## src/rtl/dbg_core_agent.sv

```systemverilog
// Core-side debug agent: halt/run/step control, exec breakpoints and a trace FIFO
// that records one entry per retired instruction.
module dbg_core_agent #(
  parameter int unsigned ADDR_W        = 32,
  parameter int unsigned TRACE_W       = 128,
  parameter int unsigned NUM_BP        = 4,
  parameter int unsigned TRACE_DEPTH   = 4,
  parameter bit          HALT_ON_RESET = 1'b0
) (
  input  logic               clk,
  input  logic               rst,
  input  logic               halt_req,
  input  logic               run_req,
  input  logic               step_req,
  output logic               halt_ack,
  output logic               step_ack,
  input  logic               bp_valid,
  input  logic               bp_write,
  input  logic [7:0]         bp_index,
  input  logic [ADDR_W-1:0]  bp_addr,
  input  logic [3:0]         bp_kind,
  input  logic               bp_enable,
  output logic               bp_ready,
  input  logic               trace_en,
  output logic               trace_valid,
  output logic [TRACE_W-1:0] trace_data,
  input  logic               trace_ready,
  input  logic               retire_valid,
  input  logic [ADDR_W-1:0]  retire_pc,
  input  logic [31:0]        retire_insn,
  output logic               retire_allow
);

  localparam int unsigned PtrW = $clog2(TRACE_DEPTH);
  localparam int unsigned CntW = PtrW + 1;

  typedef enum logic [1:0] {StRun, StHalted, StStep} state_e;
  localparam state_e ResetState = HALT_ON_RESET ? StHalted : StRun;

  state_e             state_q, state_d;
  logic               halt_ack_q, halt_ack_d;
  logic               step_ack_q, step_ack_d;
  logic               bp_ready_q;
  logic               skip_q, skip_d;
  logic [31:0]        seq_q, seq_d;
  logic [ADDR_W-1:0]  bp_addr_q [NUM_BP];
  logic [ADDR_W-1:0]  bp_addr_d [NUM_BP];
  logic [3:0]         bp_kind_q [NUM_BP];
  logic [3:0]         bp_kind_d [NUM_BP];
  logic [NUM_BP-1:0]  bp_en_q, bp_en_d;
  logic [TRACE_W-1:0] mem_q [TRACE_DEPTH];
  logic [TRACE_W-1:0] mem_d [TRACE_DEPTH];
  logic [PtrW-1:0]    wr_ptr_q, wr_ptr_d, rd_ptr_q, rd_ptr_d;
  logic [CntW-1:0]    count_q, count_d;
  logic [TRACE_W-1:0] trace_data_q, trace_data_d;

  logic               bp_match, bp_hit, fifo_full, fifo_block;
  logic               retire_ev, push, pop;
  logic [TRACE_W-1:0] rec;

  always_comb begin
    bp_match = 1'b0;
    for (int i = 0; i < NUM_BP; i++) begin
      if (bp_en_q[i] && (bp_kind_q[i] == 4'd0) && (bp_addr_q[i] == retire_pc)) bp_match = 1'b1;
    end
  end

  assign bp_hit     = retire_valid && bp_match && !skip_q;
  assign fifo_full  = (count_q == CntW'(TRACE_DEPTH));
  assign fifo_block = trace_en && fifo_full;

  always_comb begin
    unique case (state_q)
      StRun:   retire_allow = !halt_req && !bp_hit && !fifo_block;
      StStep:  retire_allow = !fifo_block;
      default: retire_allow = 1'b0;
    endcase
  end

  assign retire_ev = retire_valid && retire_allow;
  assign push      = retire_ev && trace_en;
  assign pop       = trace_valid && trace_ready;

  always_comb begin
    rec                      = '0;
    rec[ADDR_W-1:0]          = retire_pc;
    rec[ADDR_W+31:ADDR_W]    = retire_insn;
    rec[TRACE_W-1 -: 32]     = seq_q;
  end

  always_comb begin
    state_d    = state_q;
    skip_d     = skip_q;
    step_ack_d = 1'b0;
    if (retire_ev) skip_d = 1'b0;
    unique case (state_q)
      StRun: begin
        if (halt_req || bp_hit) state_d = StHalted;
      end
      StHalted: begin
        if (!halt_req && step_req) state_d = StStep;
        else if (!halt_req && run_req) state_d = StRun;
        if (state_d != StHalted) skip_d = 1'b1;
      end
      default: begin
        if (retire_ev) begin
          state_d    = StHalted;
          step_ack_d = 1'b1;
        end
      end
    endcase
    halt_ack_d = (state_d == StHalted);
    seq_d      = seq_q + 32'(retire_ev);
  end

  always_comb begin
    bp_addr_d = bp_addr_q;
    bp_kind_d = bp_kind_q;
    bp_en_d   = bp_en_q;
    // Out-of-range indices match no entry, so they are accepted without effect.
    if (bp_valid && bp_write) begin
      for (int i = 0; i < NUM_BP; i++) begin
        if ({1'b0, bp_index} == 9'(i)) begin
          bp_addr_d[i] = bp_addr;
          bp_kind_d[i] = bp_kind;
          bp_en_d[i]   = bp_enable;
        end
      end
    end
  end

  always_comb begin
    mem_d    = mem_q;
    wr_ptr_d = wr_ptr_q + PtrW'(push);
    rd_ptr_d = rd_ptr_q + PtrW'(pop);
    count_d  = count_q + CntW'(push) - CntW'(pop);
    if (push) mem_d[wr_ptr_q] = rec;
    // The new head may be the record written this very cycle.
    if (count_d == '0) trace_data_d = '0;
    else if (push && (wr_ptr_q == rd_ptr_d)) trace_data_d = rec;
    else trace_data_d = mem_q[rd_ptr_d];
  end

  always_ff @(posedge clk or posedge rst) begin
    if (rst) begin
      state_q      <= ResetState;
      halt_ack_q   <= HALT_ON_RESET;
      step_ack_q   <= 1'b0;
      bp_ready_q   <= 1'b0;
      skip_q       <= 1'b0;
      seq_q        <= '0;
      bp_en_q      <= '0;
      wr_ptr_q     <= '0;
      rd_ptr_q     <= '0;
      count_q      <= '0;
      trace_data_q <= '0;
      for (int i = 0; i < NUM_BP; i++) begin
        bp_addr_q[i] <= '0;
        bp_kind_q[i] <= '0;
      end
      for (int i = 0; i < TRACE_DEPTH; i++) mem_q[i] <= '0;
    end else begin
      state_q      <= state_d;
      halt_ack_q   <= halt_ack_d;
      step_ack_q   <= step_ack_d;
      bp_ready_q   <= 1'b1;
      skip_q       <= skip_d;
      seq_q        <= seq_d;
      bp_addr_q    <= bp_addr_d;
      bp_kind_q    <= bp_kind_d;
      bp_en_q      <= bp_en_d;
      mem_q        <= mem_d;
      wr_ptr_q     <= wr_ptr_d;
      rd_ptr_q     <= rd_ptr_d;
      count_q      <= count_d;
      trace_data_q <= trace_data_d;
    end
  end

  assign halt_ack    = halt_ack_q;
  assign step_ack    = step_ack_q;
  assign bp_ready    = bp_ready_q;
  assign trace_valid = (count_q != '0);
  assign trace_data  = trace_data_q;

endmodule
```

## config.mk

```make
export PLATFORM = sky130hd
export DESIGN_NAME = dbg_core_agent
export DESIGN_NICKNAME = d
export VERILOG_FILES = /design/src/rtl/dbg_core_agent.sv
export SDC_FILE = /design/constraint.sdc
export NUM_CORES = 1
export LEC_CHECK = 0
export ABC_AREA = 1
export BUFFER_PORTS_ARGS = -buffer_cell sky130_fd_sc_hd__buf_2
export CAP_MARGIN = 25
export CORE_ASPECT_RATIO = 1.2
export CORE_MARGIN = 2
export CORE_UTILIZATION = 40
export DETAILED_ROUTE_END_ITERATION = 8
export GPL_TIMING_DRIVEN = 0
export MAX_ROUTING_LAYER = met4
export SKIP_LAST_GASP = 1
export SYNTH_ARGS = -nofsm -noshare
export SYNTH_HDL_FRONTEND = slang
export SYNTH_SLANG_ARGS = --single-unit
export TNS_END_PERCENT = 5
```

## constraint.sdc

```tcl
create_clock -name clk -period 39 [get_ports clk]
set_input_delay 5.85 -clock clk [delete_from_list [all_inputs] [get_ports clk]]
set_output_delay 5.85 -clock clk [all_outputs]
set_load 0.01 [all_outputs]
```

==> results.py, run 1 <==
metrics = {
    "timing": {
        "hold_ws_ns": 0.462,
        "min_period_ns": 13.88,
        "worst_slew_pin_slew_ns": 1.06,
        "setup-tns-final_ns": 0,
        "fin_crit_sh_pct": 35.6,
        "skew_ns": 0.0463,
        "rsz0062_at_grt": "no",
        "fmax_mhz": 72.0,
        "slew_headroom_pct": 29.5,
        "finalHoldViolCount": 0,
        "setup-violations-final": 0,
        "slew_violations": 0,
    },
    "clocking": {
        "cts-htree-levels": 3,
        "clockBufferDepth": 3,
        "cts_made_buffers": 74,
        "cts_setup_buffers": 0,
        "path_clk_slew_ns": 0.06,
        "clk_latency_ns": 0.64,
        "ctsHoldBuffers": 0,
        "cts_sinks": 673,
        "root_buffer": "clkbuf_16",
        "cts_tree": "done",
        "cts-resized-gates": 0,
    },
    "placement": {
        "dpl.hpwl_mm": 73.8,
        "io_buffers": 208,
        "gp_congestion": 0.935,
    },
    "synth": {
        "async_flop_share_pct": 100,
        "syn_avg_cell_area_um2": 8.40,
        "yosys.area_share.simple_pct": 24.7,
        "synth.area.top_cells": "dfrtp_1 53%, nand2_1 14%, o21ai_0 5.0%, nand4_1 4.0%, nor2_1 3.5%",
        "synth_edf_count": 0,
        "synth_warnings": 0,
        "synth_mux_area_share_pct": 3.02,
        "synth-seq-area-share_pct": 53.5,
        "synth_flop_cell": "dfrtp_1",
        "synthTopCellsByCount": "1173 x nand2_1, 673 x dfrtp_1, 314 x o21ai_0",
        "synth_xor_area_share_pct": 1.47,
        "yosysMostFrequentCell": "nand2_1",
        "synth_fa_ha_area_share_pct": 0.302,
        "yosysTopAreaCell": "dfrtp_1",
        "synth_top_family_by_area": "simple AND/OR/NAND/NOR gates",
        "synth_top_area_share_pct": 53.5,
        "syn_inst": 3748,
        "synth_compound_area_share_pct": 10.2,
        "synth_area_um2": 31500,
        "ys_types": 44,
        "ys_ff_latch": 673,
    },
    "critical_path": {
        "r2r_slack_ns": 32.96,
        "cp.required_ns": 33.15,
        "worstPathArrival_ns": 8.03,
        "end_kind": "output pin",
        "crit_fanout": 7,
        "crit_path_start_kind": "input pin",
        "setup.worst_path.end": "retire_allow",
        "r2r-start": "bp_addr_q[116]",
        "startpoint": "retire_pc[26]",
        "worst_r2r_endpoint": "trace_data[126]",
        "ff2ff_path_depth": 23,
        "worstSetupPathType": "input pin to output pin",
    },
    "pwr": {
        "p_leak_uw": 0.0185,
        "powerDensity_nw_per_um2": 77.4,
        "peakVddDrop_v": 0.0000424,
        "fin_total_pwr_uw": 2830,
    },
    "layout": {
        "areaGrowthSynthToFinish_pct": 15.9,
        "finalNetCount": 4196,
        "drive_gt1_share_pct": 14.1,
    },
    "grt": {
        "grt_max_degree": 113,
        "antenna_found_initial": 11,
        "grtUsageTotal_pct": 26.1,
        "grt_pass1_vias": 26100,
        "grt_pass1_wl_mm": 156,
        "grt_overflow": 0,
    },
    "floorplanning": {
        "die_area_um2": 81000,
        "core_um2": 77900,
        "die_w_um": 260,
        "ios": 252,
        "start_util_pct": 40.4,
        "row_count": 112,
        "die_h_um": 311,
    },
    "hold_path": {
        "hold_path.class": "flip-flop to flip-flop",
    },
    "route": {
        "drtIter0Drc": 2444,
        "dr.pass1.iters": 5,
        "wl_per_cell_um": 20.0,
        "ant_nets": 0,
        "via_per_inst": 5.20,
        "wl_mm": 103,
        "vias": 26800,
        "drcViolationCount": 0,
    },
    "run_status": {
        "outcome": "complete, no violations",
    },
    "flow_run": {
        "maxCapViolations": 0,
    },
}
-- registers in the layout, indices dropped and copies added (netlist names), 2 cells and up --
register	count
bp_addr_q	128
bp_en_q	4
bp_kind_q	16
count_q	3
mem_q	384
rd_ptr_q	2
seq_q	32
state_q	2
trace_data	96
wr_ptr_q	2
-- critical path, cell delays in order --
cell	delay, ns
buf_2	0.26
inv_1	0.25
nand2_1	0.18
o21ai_0	0.10
nor2_1	0.18
nand2_1	0.08
nor2_1	0.12
nand3_1	0.09
nor2_1	0.09
nor2_1	0.05
nand2_1	0.27
nand2_1	0.09
nand2_1	0.10
nand2_2	0.08
nand2_1	0.07
inv_1	0.04
buf_2	0.13
-- cell usage in the layout, fill, tap and decap left out, types with 48 or more instances in the layout --
cell       instances
inv_1            188
buf_2            293
or2_2             97
dfrtp_1          673
nand2_1         1173
o211ai_1          98
clkbuf_1         153
buf_4             48
o21ai_0          314
nand4_1          201
nor2_1           290
o21ai_1          163
mux2i_1           95
clkbuf_16         76
-- per-layer routing --
| metal | vias up | share of wire (%) | track usage, % |
|---|---|---|---|
| met5 | - | 0 | - |
| met4 | 0 | 4.5 | 11.2 |
| met3 | 222 | 4.8 | 2.85 |
| met2 | 795 | 49 | 42.0 |
| met1 | 13000 | 42 | 33.3 |
| li1 | 12800 | - | - |
-- report_power, final --
part / switching [µW] / internal [µW]
clock network: 290 / 412
logic: 724 / 393
registers: 100 / 909
total: 1110 / 1710
-- worst min path at each step --
stage                           from          to  slack, ns  cells after the start
after floorplan             mem_q[0]    mem_q[0]       0.43                      2
after global placement     mem_q[58]   mem_q[58]       0.45                      2
after detailed placement   mem_q[41]   mem_q[41]       0.45                      2
after CTS                 mem_q[121]  mem_q[121]       0.46                      2
after global routing      mem_q[120]  mem_q[120]       0.48                      2
final                     mem_q[115]  mem_q[115]       0.46                      2
-- through the flow --
step	instance area, µm²	util, %	setup WS [ns]	std cells
after global placement	33900	43.6	5.94	5013
after global routing	36500	46.9	24.99	5147
after floorplan	31600	-	14.29	3779
final	36500	46.9	25.12	5149
after CTS	36500	46.9	25.21	5146
after detailed placement	34100	43.8	25.22	5020
-- cell families after synthesis --
family	after synthesis
AO/OA/AOI/OAI	588
XOR/XNOR	53
multiplexers	95
other	2
AND/OR/NAND/NOR	1831
buffers and inverters	499
flip-flops	673
adder cells (fa/ha/maj)	7
-- final cells by class --
class	instances	area, µm²
antenna	3	7.51
buffer	290	1380
clock buffer	113	2230
clock inverter	13	159
fill	7878	41400
inverter	209	795
multi-input combinational	2607	12600
sequential	673	16800
tap	1026	1280
timing repair buffer	215	1220
(Power assumes the default switching activity.)
==> run 2, diff against run 1 <==
Clock period 39 ns to 12.1 ns, I/O delays scaled along.
==> run 2 against run 1 <==
Clock-buffer cell count shrank 7. Via count grew 0.74%. Die area is the same. Sequential power rose to 3.2 times the previous value. First-iteration DRC count is 15% lower. Design area is 0.78% higher. Wire length about the same. Sequential cell count did not move. Clock skew fell by 0.014 ns. Register-to-register slack worse by 27 ns. Critical path type is now input pin to flip-flop. Critical endpoint is now trace_data[126]. Largest power group unchanged.
==> results.py, run 2 (synthesis gave the netlist of run 1 again) <==
metrics = {
    "grt": {
        "grt_pass1_wl_mm": 159,
        "grt_pass1_vias": 26500,
        "antenna_found_initial": 9,
        "grtUsageTotal_pct": 26.3,
        "grt_max_degree": 42,
        "grt_overflow": 0,
    },
    "critical_path": {
        "crit_fanout": 10,
        "end_kind": "flip-flop",
        "worstPathArrival_ns": 7.63,
        "cp.required_ns": 12.60,
        "crit_path_start_kind": "input pin",
        "ff2ff_path_depth": 23,
        "worstSetupPathType": "input pin to flip-flop",
    },
    "timing": {
        "fmax_mhz": 140,
        "setup-violations-final": 0,
        "finalHoldViolCount": 0,
        "rsz0062_at_grt": "no",
        "min_period_ns": 7.12,
        "worst_slew_pin_slew_ns": 1.07,
        "skew_ns": 0.0326,
        "fin_ws_ns": 4.98,
        "slew_violations": 0,
        "fin_crit_sh_pct": 58.9,
        "slew_headroom_pct": 28.5,
    },
    "route": {
        "via_per_inst": 5.22,
        "dr.pass1.iters": 5,
        "drtIter0Drc": 2071,
        "wl_mm": 103,
        "drcViolationCount": 0,
        "ant_nets": 0,
        "vias": 27000,
        "wl_per_cell_um": 20.0,
    },
    "layout": {
        "finalNetCount": 4208,
        "areaGrowthSynthToFinish_pct": 16.9,
        "final.fill_count": 7842,
        "seqCellArea_um2": 16800,
        "largest_reg_flops": 384,
        "regMostFlops": "mem_q",
        "layout_commonest_cell": "nand2_1",
        "fin_cells": 5168,
        "multi_input_area_um2": 12600,
        "drive_gt1_share_pct": 14.6,
        "final_cell_mix": "1173 x nand2_1, 673 x dfrtp_1, 314 x o21ai_0, 293 x buf_2, 290 x nor2_1",
    },
    "clocking": {
        "path_clk_slew_ns": 0.06,
        "ctsHoldBuffers": 0,
        "cts_tree": "done",
        "cts_setup_buffers": 0,
        "cts_made_buffers": 73,
        "root_buffer": "clkbuf_16",
        "cts_sinks": 673,
        "clockBufferDepth": 3,
        "cts-htree-levels": 3,
        "clk_latency_ns": 0.63,
        "cts-resized-gates": 0,
    },
    "hold_path": {
        "hold_path.class": "flip-flop to flip-flop",
        "hold_depth": 2,
    },
    "floorplanning": {
        "die_h_um": 311,
        "core_um2": 77900,
        "row_count": 112,
        "die_w_um": 260,
        "start_util_pct": 40.4,
        "ios": 252,
        "die_area_um2": 81000,
    },
    "pwr": {
        "p_leak_uw": 0.0186,
        "peakVddDrop_v": 0.000119,
        "powerDensity_nw_per_um2": 249,
        "fin_total_pwr_uw": 9180,
    },
    "placement": {
        "preCtsSetupSlack_ns": 4.42,
        "gp_congestion": 0.927,
        "io_buffers": 208,
        "dpl.hpwl_mm": 75.3,
        "dp.cells": 5033,
    },
    "run_status": {
        "outcome": "complete, no violations",
    },
    "flow_run": {
        "maxCapViolations": 0,
    },
}
[run 2: worst max-delay path, stage by stage]
cell and delay [ns]:
buf_2 0.12, inv_1 0.12, buf_2 0.27, nand2_1 0.14
o21ai_0 0.10, nor2_1 0.09, nand2_1 0.07, nor2_1 0.05
nand3_1 0.12, nor2_1 0.06, nor2_1 0.08, nand2_1 0.25
nand2_1 0.13, nand2_1 0.08, nand2_2 0.10, nand4_4 0.21
ha_1 0.37, inv_1 0.05, ha_1 0.12, inv_1 0.05
fa_1 0.41, xnor2_1 0.20, or3_1 0.13, clkbuf_1 0.79
buf_1 0.76, clkbuf_1 0.55, nand2_1 0.12, nor2_1 0.24
[run 2: report_power, final]
group	internal [µW]	switching, µW
clock network	1360	946
logic	1270	2340
registers	2930	329
[run 2: routing by layer]
metal	share of wire [%]	GRT usage, %	wire [µm]	vias up
met5	0	-	0	-
met4	4.4	11.8	4510	0
met3	5.4	2.83	5540	200
met2	49	42.6	50700	863
met1	41	33.2	42500	13100
li1	-	-	-	12800
[run 2: path summary, 6_finish.rpt]
check,slack (ns),end,from
setup / recovery,4.98,trace_data[126],retire_pc[5]
hold / removal,0.46,mem_q[127],mem_q[127]
setup reg to reg,6.03,trace_data[126],bp_kind_q[12]
hold reg to reg,0.46,mem_q[127],mem_q[127]
max in group asynchronous,8.82,bp_kind_q[9],rst
min in group asynchronous,1.26,trace_data[115],rst
[run 2: per-stage QoR]
| step | area (µm²) | hold slack (ns) | TNS (ns) | util, % |
|---|---|---|---|---|
| floorplan | 31600 | 0.434 | 0 | - |
| global placement | 33900 | 0.446 | -2073.69 | 43.6 |
| detailed placement | 34300 | 0.451 | 0 | 44.1 |
| CTS | 36800 | 0.466 | 0 | 47.2 |
| global route | 36800 | 0.474 | 0 | 47.2 |
| finish | 36800 | 0.462 | 0 | 47.2 |
[run 2: final cells by class]
| type | instances | share of cell area, % |
|---|---|---|
| repair buffers | 228 | 3.89 |
| plain buffers | 290 | 3.74 |
| inverters | 209 | 2.15 |
| well taps | 1026 | 3.49 |
| diodes | 8 | 0.0544 |
| clock inverters | 21 | 0.704 |
| clock buffers | 106 | 5.96 |
| flip-flops and latches | 673 | 45.8 |
| multi-input cells | 2607 | 34.3 |
